[config.mk]
export PLATFORM = sky130hd
export DESIGN_NAME = gen_origin_axis_mf_flat
export DESIGN_NICKNAME = d
export VERILOG_FILES = /design/src/rtl/gen_origin_axis_mf_pkg.sv /design/src/rtl/gen_origin_axis_mf_if.sv /design/src/rtl/gen_origin_axis_mf_pattern.sv /design/src/rtl/gen_origin_axis_mf.sv /design/src/flat_wrapper.sv
export SDC_FILE = /design/constraint.sdc
export NUM_CORES = 1
export LEC_CHECK = 0
export ABC_AREA = 0
export BUFFER_PORTS_ARGS = -buffer_cell sky130_fd_sc_hd__buf_2
export CAP_MARGIN = 20
export CORE_MARGIN = 2
export CORE_UTILIZATION = 41
export CTS_BUF_LIST = sky130_fd_sc_hd__clkbuf_4 sky130_fd_sc_hd__clkbuf_8
export DETAILED_ROUTE_END_ITERATION = 6
export SYNTH_ARGS = -nofsm -noshare
export SYNTH_HDL_FRONTEND = slang
export SYNTH_SLANG_ARGS = --single-unit
export TNS_END_PERCENT = 5
[constraint.sdc]
create_clock -name clk -period 7.6 [get_ports clk]
set_input_delay 0.38 -clock clk [delete_from_list [all_inputs] [get_ports clk]]
set_output_delay 0.38 -clock clk [all_outputs]
set_load 0.01 [all_outputs]
[src/rtl/gen_origin_axis_mf_pkg.sv]
// Shared types and constants for the multi-frame axis origin generator.
// Holds the FSM encoding, payload mode tags and the LFSR step function.
package gen_origin_pkg;

  typedef enum logic [1:0] {IDLE, SEND, GAP} gen_state_t;

  // Galois form of x^32 + x^22 + x^2 + x + 1, right-shifting.
  localparam logic [31:0] LFSR_TAPS = 32'h8020_0003;

  localparam logic [39:0] MODE_RANGE = "RANGE";
  localparam logic [39:0] MODE_FIXED = "FIXED";
  localparam logic [39:0] MODE_LFSR  = {8'h00, "LFSR"};

  function automatic logic [31:0] lfsr_next(input logic [31:0] s);
    return {1'b0, s[31:1]} ^ (s[0] ? LFSR_TAPS : 32'h0);
  endfunction

endpackage

[src/rtl/gen_origin_axis_mf_if.sv]
// AXI-stream bundle between the generator (master) and its sink (slave).
interface gen_origin_axis_mf_if #(
  parameter int DATA_WIDTH = 32
);
  logic [DATA_WIDTH-1:0]   tdata;
  logic                    tvalid;
  logic                    tready;
  logic                    tlast;
  logic [DATA_WIDTH/8-1:0] tkeep;
  logic                    tuser;

  modport master (output tdata, tvalid, tlast, tkeep, tuser, input tready);
  modport slave  (input tdata, tvalid, tlast, tkeep, tuser, output tready);
endinterface

[src/rtl/gen_origin_axis_mf_pattern.sv]
// Payload register: loads the frame start word, advances one step per accepted beat.
// No latency beyond the register; holds its value whenever adv_i/load_i are low.
module gen_origin_pattern
  import gen_origin_pkg::*;
#(
  parameter int          DATA_WIDTH = 32,
  parameter logic [39:0] MODE       = MODE_RANGE
) (
  input  logic                  clk,
  input  logic                  rst,
  input  logic                  load_i,
  input  logic                  adv_i,
  input  logic [DATA_WIDTH-1:0] start_i,
  input  logic [DATA_WIDTH-1:0] step_i,
  output logic [DATA_WIDTH-1:0] data_o
);

  logic [DATA_WIDTH-1:0] data_q, data_d;
  logic [31:0]           lfsr_q, lfsr_d;
  logic [31:0]           seed;

  always_comb begin
    data_d = data_q;
    lfsr_d = lfsr_q;
    seed   = 32'(start_i);
    if (load_i) begin
      data_d = start_i;
      // an all-zero state would lock the LFSR up
      lfsr_d = (seed == 32'd0) ? 32'd1 : seed;
    end else if (adv_i) begin
      if (MODE != MODE_FIXED) data_d = data_q + step_i;
      lfsr_d = lfsr_next(lfsr_q);
    end
  end

  always_ff @(posedge clk or posedge rst) begin
    if (rst) begin
      data_q <= '0;
      lfsr_q <= '0;
    end else begin
      data_q <= data_d;
      lfsr_q <= lfsr_d;
    end
  end

  always_comb begin
    data_o = data_q;
    if (MODE == MODE_LFSR) begin
      for (int i = 0; i < DATA_WIDTH; i++) data_o[i] = lfsr_q[i[4:0]];
    end
  end

endmodule

[src/rtl/gen_origin_axis_mf.sv]
// Multi-frame axis pattern source: first beat one cycle after accept, holds beats under tready stalls.
// Define GEN_ORIGIN_AXIS_STAT_EN to add saturating beat/stall counters.
module gen_origin_axis_mf
  import gen_origin_pkg::*;
#(
  parameter int          DATA_WIDTH = 32,
  parameter logic [39:0] MODE       = MODE_RANGE,
  parameter int          LEN_WIDTH  = 32
) (
  input  logic                  clk,
  input  logic                  rst,
  input  logic                  aclken_i,
  input  logic                  enable_i,
  input  logic                  abort_i,
  input  logic [LEN_WIDTH-1:0]  length_i,
  input  logic [DATA_WIDTH-1:0] start_i,
  input  logic [DATA_WIDTH-1:0] step_i,
  input  logic [15:0]           frames_i,
  input  logic [15:0]           gap_i,
  output logic                  ready_o,
  output logic                  busy_o,
  output logic                  frame_done_o,
`ifdef GEN_ORIGIN_AXIS_STAT_EN
  output logic [31:0]           stat_beats_o,
  output logic [31:0]           stat_stalls_o,
`endif
  gen_origin_axis_mf_if.master  axis
);

  gen_state_t            state_q, state_d;
  logic [LEN_WIDTH-1:0]  len_q, len_d, beat_q, beat_d;
  logic [15:0]           frames_q, frames_d, frame_cnt_q, frame_cnt_d;
  logic [15:0]           gap_q, gap_d, gap_cnt_q, gap_cnt_d;
  logic [DATA_WIDTH-1:0] start_q, start_d, step_q, step_d, pat_dat;
  logic                  tvalid_q, tvalid_d, tlast_q, tlast_d, tuser_q, tuser_d;
  logic                  ready_q, ready_d, frame_done_q, frame_done_d, abort_q, abort_d;
  logic                  accept, hs, abort_now, done;

  always_comb begin
    accept    = enable_i && ready_q && aclken_i;
    hs        = tvalid_q && axis.tready && aclken_i;
    abort_now = abort_q || (abort_i && state_q != IDLE);
    done      = abort_now || (frames_q != 16'd0 && frame_cnt_q + 16'd1 == frames_q);

    state_d      = state_q;
    len_d        = len_q;
    beat_d       = beat_q;
    frames_d     = frames_q;
    frame_cnt_d  = frame_cnt_q;
    gap_d        = gap_q;
    gap_cnt_d    = gap_cnt_q;
    start_d      = start_q;
    step_d       = step_q;
    tvalid_d     = tvalid_q;
    tlast_d      = tlast_q;
    tuser_d      = tuser_q;
    frame_done_d = 1'b0;
    abort_d      = abort_now;

    case (state_q)
      IDLE: begin
        abort_d = 1'b0;
        if (accept) begin
          state_d     = SEND;
          len_d       = (length_i == '0) ? LEN_WIDTH'(1) : length_i;
          start_d     = start_i;
          step_d      = step_i;
          frames_d    = frames_i;
          gap_d       = gap_i;
          beat_d      = '0;
          frame_cnt_d = '0;
          tvalid_d    = 1'b1;
          tuser_d     = 1'b1;
          tlast_d     = (length_i <= LEN_WIDTH'(1));
        end
      end
      SEND: begin
        if (hs && tlast_q) begin
          frame_done_d = 1'b1;
          beat_d       = '0;
          tuser_d      = 1'b0;
          tlast_d      = 1'b0;
          if (done) begin
            state_d  = IDLE;
            tvalid_d = 1'b0;
            abort_d  = 1'b0;
          end else begin
            frame_cnt_d = frame_cnt_q + 16'd1;
            if (gap_q != 16'd0) begin
              state_d   = GAP;
              tvalid_d  = 1'b0;
              gap_cnt_d = gap_q;
            end else begin
              tuser_d = 1'b1;
              tlast_d = (len_q == LEN_WIDTH'(1));
            end
          end
        end else if (hs) begin
          beat_d  = beat_q + LEN_WIDTH'(1);
          tuser_d = 1'b0;
          tlast_d = (beat_q + LEN_WIDTH'(2) == len_q);
        end
      end
      GAP: begin
        // an abort landing in the gap means the last frame is already complete
        if (abort_now) begin
          state_d = IDLE;
          abort_d = 1'b0;
        end else if (gap_cnt_q == 16'd1) begin
          state_d   = SEND;
          gap_cnt_d = '0;
          tvalid_d  = 1'b1;
          tuser_d   = 1'b1;
          tlast_d   = (len_q == LEN_WIDTH'(1));
        end else begin
          gap_cnt_d = gap_cnt_q - 16'd1;
        end
      end
      default: state_d = IDLE;
    endcase

    ready_d = (state_d == IDLE);
  end

  always_ff @(posedge clk or posedge rst) begin
    if (rst) begin
      state_q      <= IDLE;
      len_q        <= '0;
      beat_q       <= '0;
      frames_q     <= '0;
      frame_cnt_q  <= '0;
      gap_q        <= '0;
      gap_cnt_q    <= '0;
      start_q      <= '0;
      step_q       <= '0;
      tvalid_q     <= 1'b0;
      tlast_q      <= 1'b0;
      tuser_q      <= 1'b0;
      ready_q      <= 1'b0;
      frame_done_q <= 1'b0;
      abort_q      <= 1'b0;
    end else if (aclken_i) begin
      state_q      <= state_d;
      len_q        <= len_d;
      beat_q       <= beat_d;
      frames_q     <= frames_d;
      frame_cnt_q  <= frame_cnt_d;
      gap_q        <= gap_d;
      gap_cnt_q    <= gap_cnt_d;
      start_q      <= start_d;
      step_q       <= step_d;
      tvalid_q     <= tvalid_d;
      tlast_q      <= tlast_d;
      tuser_q      <= tuser_d;
      ready_q      <= ready_d;
      frame_done_q <= frame_done_d;
      abort_q      <= abort_d;
    end
  end

  // pattern restarts on the last beat so the next frame opens with the start word
  gen_origin_pattern #(.DATA_WIDTH(DATA_WIDTH), .MODE(MODE)) u_pattern (
    .clk     (clk),
    .rst     (rst),
    .load_i  (accept || (hs && tlast_q)),
    .adv_i   (hs && !tlast_q),
    .start_i (accept ? start_i : start_q),
    .step_i  (step_q),
    .data_o  (pat_dat)
  );

`ifdef GEN_ORIGIN_AXIS_STAT_EN
  logic [31:0] beats_q, beats_d, stalls_q, stalls_d;

  always_comb begin
    beats_d  = beats_q;
    stalls_d = stalls_q;
    if (accept) begin
      beats_d  = '0;
      stalls_d = '0;
    end else begin
      if (hs && beats_q != '1) beats_d = beats_q + 32'd1;
      if (tvalid_q && !axis.tready && aclken_i && stalls_q != '1) stalls_d = stalls_q + 32'd1;
    end
  end

  always_ff @(posedge clk or posedge rst) begin
    if (rst) begin
      beats_q  <= '0;
      stalls_q <= '0;
    end else begin
      beats_q  <= beats_d;
      stalls_q <= stalls_d;
    end
  end

  assign stat_beats_o  = beats_q;
  assign stat_stalls_o = stalls_q;
`endif

  assign axis.tdata   = pat_dat;
  assign axis.tvalid  = tvalid_q;
  assign axis.tlast   = tlast_q;
  assign axis.tuser   = tuser_q;
  assign axis.tkeep   = '1;
  assign ready_o      = ready_q;
  assign busy_o       = (state_q != IDLE);
  assign frame_done_o = frame_done_q;

endmodule

[src/flat_wrapper.sv]
// flat-port wrapper written by rule: the top's interface ports become plain ports
module gen_origin_axis_mf_flat import gen_origin_pkg::*;
#(
  parameter int          DATA_WIDTH = 32,
  parameter logic [39:0] MODE       = MODE_RANGE,
  parameter int          LEN_WIDTH  = 32
)
  (clk, rst, aclken_i, enable_i, abort_i, length_i, start_i, step_i, frames_i, gap_i, ready_o, busy_o, frame_done_o, axis_tdata, axis_tvalid, axis_tlast, axis_tkeep, axis_tuser, axis_tready);
  gen_origin_axis_mf_if #(.DATA_WIDTH(DATA_WIDTH)) axis_i ();
  input  logic clk;
  input  logic rst;
  input  logic aclken_i;
  input  logic enable_i;
  input  logic abort_i;
  input  logic [LEN_WIDTH-1:0] length_i;
  input  logic [DATA_WIDTH-1:0] start_i;
  input  logic [DATA_WIDTH-1:0] step_i;
  input  logic [15:0] frames_i;
  input  logic [15:0] gap_i;
  output logic ready_o;
  output logic busy_o;
  output logic frame_done_o;
  output wire logic [$bits(axis_i.tdata)-1:0] axis_tdata;
  output wire logic [$bits(axis_i.tvalid)-1:0] axis_tvalid;
  output wire logic [$bits(axis_i.tlast)-1:0] axis_tlast;
  output wire logic [$bits(axis_i.tkeep)-1:0] axis_tkeep;
  output wire logic [$bits(axis_i.tuser)-1:0] axis_tuser;
  input wire logic [$bits(axis_i.tready)-1:0] axis_tready;
  assign axis_tdata = axis_i.tdata;
  assign axis_tvalid = axis_i.tvalid;
  assign axis_tlast = axis_i.tlast;
  assign axis_tkeep = axis_i.tkeep;
  assign axis_tuser = axis_i.tuser;
  assign axis_i.tready = axis_tready;
  gen_origin_axis_mf #(.DATA_WIDTH(DATA_WIDTH), .MODE(MODE), .LEN_WIDTH(LEN_WIDTH)) u_core (.clk(clk), .rst(rst), .aclken_i(aclken_i), .enable_i(enable_i), .abort_i(abort_i), .length_i(length_i), .start_i(start_i), .step_i(step_i), .frames_i(frames_i), .gap_i(gap_i), .ready_o(ready_o), .busy_o(busy_o), .frame_done_o(frame_done_o), .axis(axis_i));
endmodule
==> impl_metrics.toml, run 1 <==
[worst_setup_path]
worst_path_dominant_cell_family = "simple AND/OR/NAND/NOR gates"
path_buf_inv = 1
timing_worst_setup_path_type = "reg2reg"
timing.critical_path.fanout_max = 10
critical_path.max_stage_delay_ps = 750
worst_setup_path_start_kind = "flip-flop"
critical_path_arrival_ps = 4110
critPathCaptureType = "flip-flop"
crit_path_top_delay_cell = "sky130_fd_sc_hd__nor2_1"
crit_required_ps = 8100
cp_cell_sequence = "inv_1 > ha_1 > nor2b_1 > nor2_1 > nand4_1 > a221o_1 > nor3_1 > o211ai_1 > nor4_1 > a211o_1"

[placed_design]
placed_area_um2 = 15000
gp_congestion = 0.893
port_buffers = 171
dp.final_hpwl_um = 26600
detailedPlace.worstSlack_ps = 4010

[yosys]
synth_largest_area_cell = "sky130_fd_sc_hd__dfrtp_1"
post-synth-top-area-fraction_pct = 42.3
post_synth_inst_count = 1406
post_synth_edffs = 0
ys.flop_type = "sky130_fd_sc_hd__dfrtp_1"
synthesis.yosys.warnings = 0
yosys_register_bits = 232
netlist_area_um2 = 13700
yosys.cell_count.top_type = "sky130_fd_sc_hd__dfrtp_1"
synth_area_per_cell_um2 = 9.77
asyncSetResetFlopFracSynth_pct = 100
ys_seq_area_share_pct = 42.3
synthTopCellsByArea = "sky130_fd_sc_hd__dfrtp_1, sky130_fd_sc_hd__mux2_2, sky130_fd_sc_hd__o21ai_0, sky130_fd_sc_hd__xnor2_1, sky130_fd_sc_hd__ha_1"
synthDistinctLibCells = 81
synth.cells.most_frequent = "sky130_fd_sc_hd__dfrtp_1, sky130_fd_sc_hd__mux2_2, sky130_fd_sc_hd__o21ai_0, sky130_fd_sc_hd__nand2_1, sky130_fd_sc_hd__nor2_1"

[grt]
globalRouteOverflowTotal = 0
grt_first_pass_wirelength_um = 61200
antenna_found_initial = 3
first_global_vias = 11354
grt.total_usage_pct = 21.5
pin_count_of_the_biggest_net_entering_global_routing = 81

[detailed_routing]
drt-wirelength-per-cell_um = 18.2
detailedRoute.firstIterationViolations = 917
detailedRoute.firstPassIterationCount = 5
drc = 0
totalWireLength_um = 37500
drtAntennaViolNets = 0
vias_per_cell = 5.64
vias = 11625

[power]
power.share.combinational_pct = 45.6
total_switching_power_mw = 2.63
ir_worst_vdd_v = 0.000187
internal-power_mw = 3.84
pwr-share-clk_pct = 20.1
seq_power_share_pct = 34.3
power.leakage_nw = 6.79
power_density_nw_per_um2 = 404
power_switching_share_pct = 40.7

[clock_tree]
clock_tree_from_tritoncts = "done"
cts_inserted_buffers = 44
post-cts-setup-buffers = 0
clkLatencyLatePin_ps = 570
cts.root.buffer_cell = "sky130_fd_sc_hd__clkbuf_8"
cts.reportedPaths.clkPinSlew_ps = 60
cts.path.max_buffers = 3
cts.sink_count = 232
cts_max_level = 2

[die]
row_count = 67
fp.dieArea_um2 = 35000
dieHeight_um = 187
core_um2 = 33300
die_w_um = 187
design.portCount = 176
initial_core_util_pct = 41.3

[sta]
grt_setup_unrepaired = "false"
max_freq_ghz = 0.277
period_minus_slack_ps = 3610
number_of_setup_violations_in_the_final_report = 0
final.setup.tns_ps = 0
setup_slack_ps = 3990
timing.final.crit_share_pct = 47.5
worst_slew_margin_rel_pct = 31.5
finClkSkew_ps = 28.9
timing.final.hold_violations = 0
slew_violations = 0
worst_slew_pin_slew_ps = 1030

[hold_path]
min_path_type = "in2reg"

[status]
status = "finished, final reports clean"

[finish]
finalNetCount = 1752
post_route_cells_drive_above_1_share_pct = 26.0
flow.area_growth_from_synthesis_pct = 16.7
final_cell_area_um2 = 16000
final.fill_count = 3196

[run]
max-cap-violations = 0
==> path summary, 6_finish.rpt <==
path                            cells past startpoint  slack, ps              startpoint                     end
max in group asynchronous                           5       6130                     rst  u_core.frame_cnt_q[14]
worst max-delay path                               10       3990       u_core.state_q[1]       u_core.axis.tlast
worst max register to register                     10       3990       u_core.state_q[1]       u_core.axis.tlast
min in group asynchronous                           3        430                     rst        u_core.step_q[2]
worst min-delay path                                2         40              step_i[11]       u_core.step_q[11]
worst min register to register                      1        500  u_core.frame_cnt_q[15]  u_core.frame_cnt_q[15]
==> cell usage in the layout (no fill, tap or decap), types with 33 or more instances in the layout <==
| cell | n |
|---|---|
| sky130_fd_sc_hd__dfrtp_1 | 232 |
| sky130_fd_sc_hd__ha_1 | 40 |
| sky130_fd_sc_hd__o21ai_0 | 113 |
| sky130_fd_sc_hd__xor2_1 | 37 |
| sky130_fd_sc_hd__a21oi_1 | 86 |
| sky130_fd_sc_hd__mux2_2 | 129 |
| sky130_fd_sc_hd__clkbuf_8 | 58 |
| sky130_fd_sc_hd__nor4_1 | 37 |
| sky130_fd_sc_hd__buf_2 | 171 |
| sky130_fd_sc_hd__nand2_1 | 109 |
| sky130_fd_sc_hd__xnor2_1 | 60 |
| sky130_fd_sc_hd__nor2_1 | 90 |
| sky130_fd_sc_hd__nor3_1 | 33 |
==> through the flow <==
stage | utilization [%] | power (mW) | std cells | hold WS (ps)
after CTS | 47.9 | 6.49 | 2054 | 2.37
final | 48.1 | 6.47 | 2060 | 36.1
after global routing | 48.1 | 7.00 | 2060 | 12.1
after detailed placement | 45.0 | 5.14 | 1973 | 481
after global placement | 45.0 | 5.09 | 1973 | 480
after floorplan | - | 4.36 | 1409 | 463
==> kinds of logic (layout without fill, tap and decap cells) <==
group | Yosys count | in the layout | share of synthesized area (%)
mux | 139 | 139 | 11.4
simple gates | 443 | 443 | 16.8
compound gates | 354 | 354 | 16.6
xor+xnor | 97 | 97 | 6.19
other cells | 1 | 7 | 0.0273
buf+inv | 99 | 299 | 2.97
fa+ha+maj | 41 | 41 | 3.79
flops | 232 | 232 | 42.3
==> area by class of cell <==
| class | count | area (um2) | share of cell area [%] |
|---|---|---|---|
| Tap cell | 448 | 561 | 3.50 |
| Multi-Input combinational cell | 1078 | 7550 | 47.1 |
| Clock buffer | 73 | 911 | 5.69 |
| Inverter | 35 | 139 | 0.867 |
| Antenna cell | 3 | 7.51 | 0.0469 |
| Sequential cell | 232 | 5810 | 36.2 |
| Clock inverter | 5 | 28.8 | 0.180 |
| Timing Repair Buffer | 186 | 1020 | 6.39 |
==> power groups by stage <==
| stage | registers (mW) | clock network [mW] | logic (mW) |
|---|---|---|---|
| 2_1_floorplan | 2.09 | 0 | 2.26 |
| 3_3_place_gp | 2.22 | 0 | 2.87 |
| 3_5_place_dp | 2.23 | 0 | 2.91 |
| 4_1_cts | 2.21 | 1.34 | 2.93 |
| 5_1_grt | 2.29 | 1.40 | 3.32 |
| 6_report | 2.22 | 1.30 | 2.95 |
==> repair_timing <==
action,4_1_cts,5_1_grt
gates resized for setup,0,0
hold buffers,3,0
hold endpoints to repair,75,0
==> routing by layer <==
| layer | part of all wire [%] | up-vias | global-route usage [%] |
|---|---|---|---|
| met5 | 0 | - | 0 |
| met4 | 3.1 | 0 | 8.21 |
| met3 | 5.5 | 81 | 3.92 |
| met2 | 43 | 328 | 32.0 |
| met1 | 48 | 5668 | 31.0 |
| li1 | - | 5548 | - |
==> sequential cells by signal (all words and copies together) (netlist names), 2 cells and up <==
name and cells:
u_core.beat_q 32, u_core.gap_cnt_q 16, u_core.gap_q 16, u_core.u_pattern.data_o 32, u_core.start_q 32, u_core.state_q 2
u_core.len_q 32, u_core.frame_cnt_q 16, u_core.step_q 32, u_core.frames_q 16
==> worst register-to-register path: stages, from the launching register on <==
cell and delay (ps):
sky130_fd_sc_hd__dfrtp_1 430, sky130_fd_sc_hd__inv_1 140, sky130_fd_sc_hd__ha_1 340, sky130_fd_sc_hd__nor2b_1 120
sky130_fd_sc_hd__nor2_1 750, sky130_fd_sc_hd__nand4_1 330, sky130_fd_sc_hd__a221o_1 470, sky130_fd_sc_hd__nor3_1 340
sky130_fd_sc_hd__o211ai_1 130, sky130_fd_sc_hd__nor4_1 290, sky130_fd_sc_hd__a211o_1 200
No activity file was read; power rests on OpenSTA's default activity.
==> inputs of run 2 (changes only) <==
- clock period: 7.6 -> 3.06 ns (I/O delays scaled with it)
==> run 2 against run 1 <==
Compared with the run above:
- largest power group unchanged
- power grew to 2.6 times the previous value
- setup slack worse by 3800 ps
- final area up 9.6%
- largest cell class unchanged
- highest routed layer unchanged
==> impl_metrics.toml, run 2 (synthesis results as in run 1) <==
[power]
ir_worst_vdd_v = 0.000444
power.leakage_nw = 7.43
power_density_nw_per_um2 = 952

[detailed_routing]
drc = 0
detailedRoute.firstPassIterationCount = 5
vias = 12245
vias_per_cell = 5.55
detailedRoute.firstIterationViolations = 674
totalWireLength_um = 39300
drt-wirelength-per-cell_um = 17.8
drtAntennaViolNets = 0

[status]
status = "finished, final reports clean"

[sta]
worst_slew_margin_rel_pct = 35.1
period_minus_slack_ps = 2900
final.setup.tns_ps = 0
whs_ps = 83.3
finClkSkew_ps = 37.1
timing.final.hold_violations = 0
max_freq_ghz = 0.345
worst_slew_pin_slew_ps = 973
number_of_setup_violations_in_the_final_report = 0
slew_violations = 0
grt_setup_unrepaired = "true"
timing.final.crit_share_pct = 94.8

[grt]
globalRouteOverflowTotal = 0
grt.total_usage_pct = 22.6
pin_count_of_the_biggest_net_entering_global_routing = 159
antenna_found_initial = 1
grt_first_pass_wirelength_um = 64500
first_global_vias = 12394

[worst_setup_path]
timing_worst_setup_path_type = "reg2reg"
worst_setup_path_start_kind = "flip-flop"
crit_required_ps = 3510
critical_path_arrival_ps = 3350
timing.critical_path.fanout_max = 4
critPathCaptureType = "flip-flop"

[die]
die_w_um = 187
row_count = 67
design.portCount = 176
initial_core_util_pct = 41.3
fp.dieArea_um2 = 35000
core_um2 = 33300
dieHeight_um = 187

[clock_tree]
clkLatencyLatePin_ps = 590
cts.path.max_buffers = 3
cts_max_level = 2
clock_tree_from_tritoncts = "done"
cts.root.buffer_cell = "sky130_fd_sc_hd__clkbuf_8"
cts_inserted_buffers = 44
cts.reportedPaths.clkPinSlew_ps = 60
cts.sink_count = 232

[hold_path]
min_path_type = "in2reg"

[finish]
final_cell_mix = "sky130_fd_sc_hd__dfrtp_1, sky130_fd_sc_hd__buf_2, sky130_fd_sc_hd__dlygate4sd3_1, sky130_fd_sc_hd__mux2_2, sky130_fd_sc_hd__o21ai_0"
finalNetCount = 1900
flow.area_growth_from_synthesis_pct = 27.8
final.fill_count = 3033
post_route_cells_drive_above_1_share_pct = 25.4
final_common_cell = "sky130_fd_sc_hd__dfrtp_1"

[run]
max-cap-violations = 0

[placed_design]
gp_congestion = 0.906
dp.final_hpwl_um = 26900
port_buffers = 171
-- run 2: cell types whose count changed in the layout (fill, tap and decap cells not counted), sizes merged --
| cell | previous run | this run |
|---|---|---|
| diode | 3 | 1 |
| bufinv | 0 | 4 |
| clkinvlp | 0 | 4 |
| clkbuf | 73 | 65 |
| buf | 183 | 203 |
| clkinv | 5 | 7 |
| inv | 35 | 34 |
| dlygate4sd3 | 3 | 131 |
-- run 2: cell type report --
type / instances / area, um2 / share of cell area (%)
multi-input combinational: 1078 / 7580 / 43.2
sequential: 232 / 5810 / 33.1
timing repair buffer: 334 / 2460 / 14.0
clock buffer: 65 / 826 / 4.70
tap: 448 / 561 / 3.19
clock inverter: 14 / 189 / 1.08
inverter: 35 / 135 / 0.770
antenna: 1 / 2.50 / 0.0143
-- run 2: timing repair --
action	in CTS	in global routing
hold endpoints to repair	394	0
hold buffers	131	0
pin swaps	0	3
setup endpoints to repair	1	9
setup buffers	0	1
gates resized for setup	1	8
-- run 2: final timing paths --
kind | startpoint | endpoint | slack (ps) | cells past startpoint
hold / removal | abort_i | u_core.abort_q | 80 | 4
setup reg to reg | u_core.u_pattern.data_o[1] | u_core.u_pattern.data_o[31] | 160 | 10
hold reg to reg | u_core.frame_cnt_q[15] | u_core.frame_cnt_q[15] | 490 | 1
min in group asynchronous | rst | u_core.step_q[27] | 340 | 4
max in group asynchronous | rst | u_core.len_q[14] | 1920 | 4
setup / recovery | u_core.u_pattern.data_o[1] | u_core.u_pattern.data_o[31] | 160 | 10
-- run 2: metrics by stage --
stage                     worst slack (ps)  instance area, um2  instances  power (mW)  utilization [%]
after global placement                 131               15200       1995        12.8             45.6
after detailed placement             -27.9               15200       1995        12.9             45.6
final                                  159               17600       2207        16.7             52.7
after CTS                             99.7               17500       2205        16.7             52.6
after global routing                 -20.8               17600       2207        18.1             52.7
after floorplan                       -129               13700       1409        10.8                -
-- run 2: where the power goes --
part	leakage (nW)	switching (mW)	total [mW]	internal (mW)
Combinational	4.04	4.14	7.74	3.60
Clock	0.524	1.41	3.49	2.08
Sequential	2.87	1.17	5.48	4.31
Total	7.43	6.72	16.7	9.99
-- run 2: worst max-delay path, stage by stage (launching register included) --
cell and delay (ps):
sky130_fd_sc_hd__dfrtp_1 400, sky130_fd_sc_hd__ha_1 330, sky130_fd_sc_hd__a211oi_1 310, sky130_fd_sc_hd__o21bai_1 220, sky130_fd_sc_hd__o211ai_1 350, sky130_fd_sc_hd__a21oi_1 210, sky130_fd_sc_hd__o31ai_2 270, sky130_fd_sc_hd__buf_4 160
sky130_fd_sc_hd__mux2i_1 210, sky130_fd_sc_hd__nor4b_1 250, sky130_fd_sc_hd__a311oi_1 80
-- run 2: routing by layer --
layer | wire, um | GRT usage, % | vias up
met5 | 0 | 0 | -
met4 | 1070 | 8.12 | 0
met3 | 2050 | 3.68 | 79
met2 | 17800 | 36.0 | 364
met1 | 18400 | 31.2 | 5932
li1 | - | - | 5870
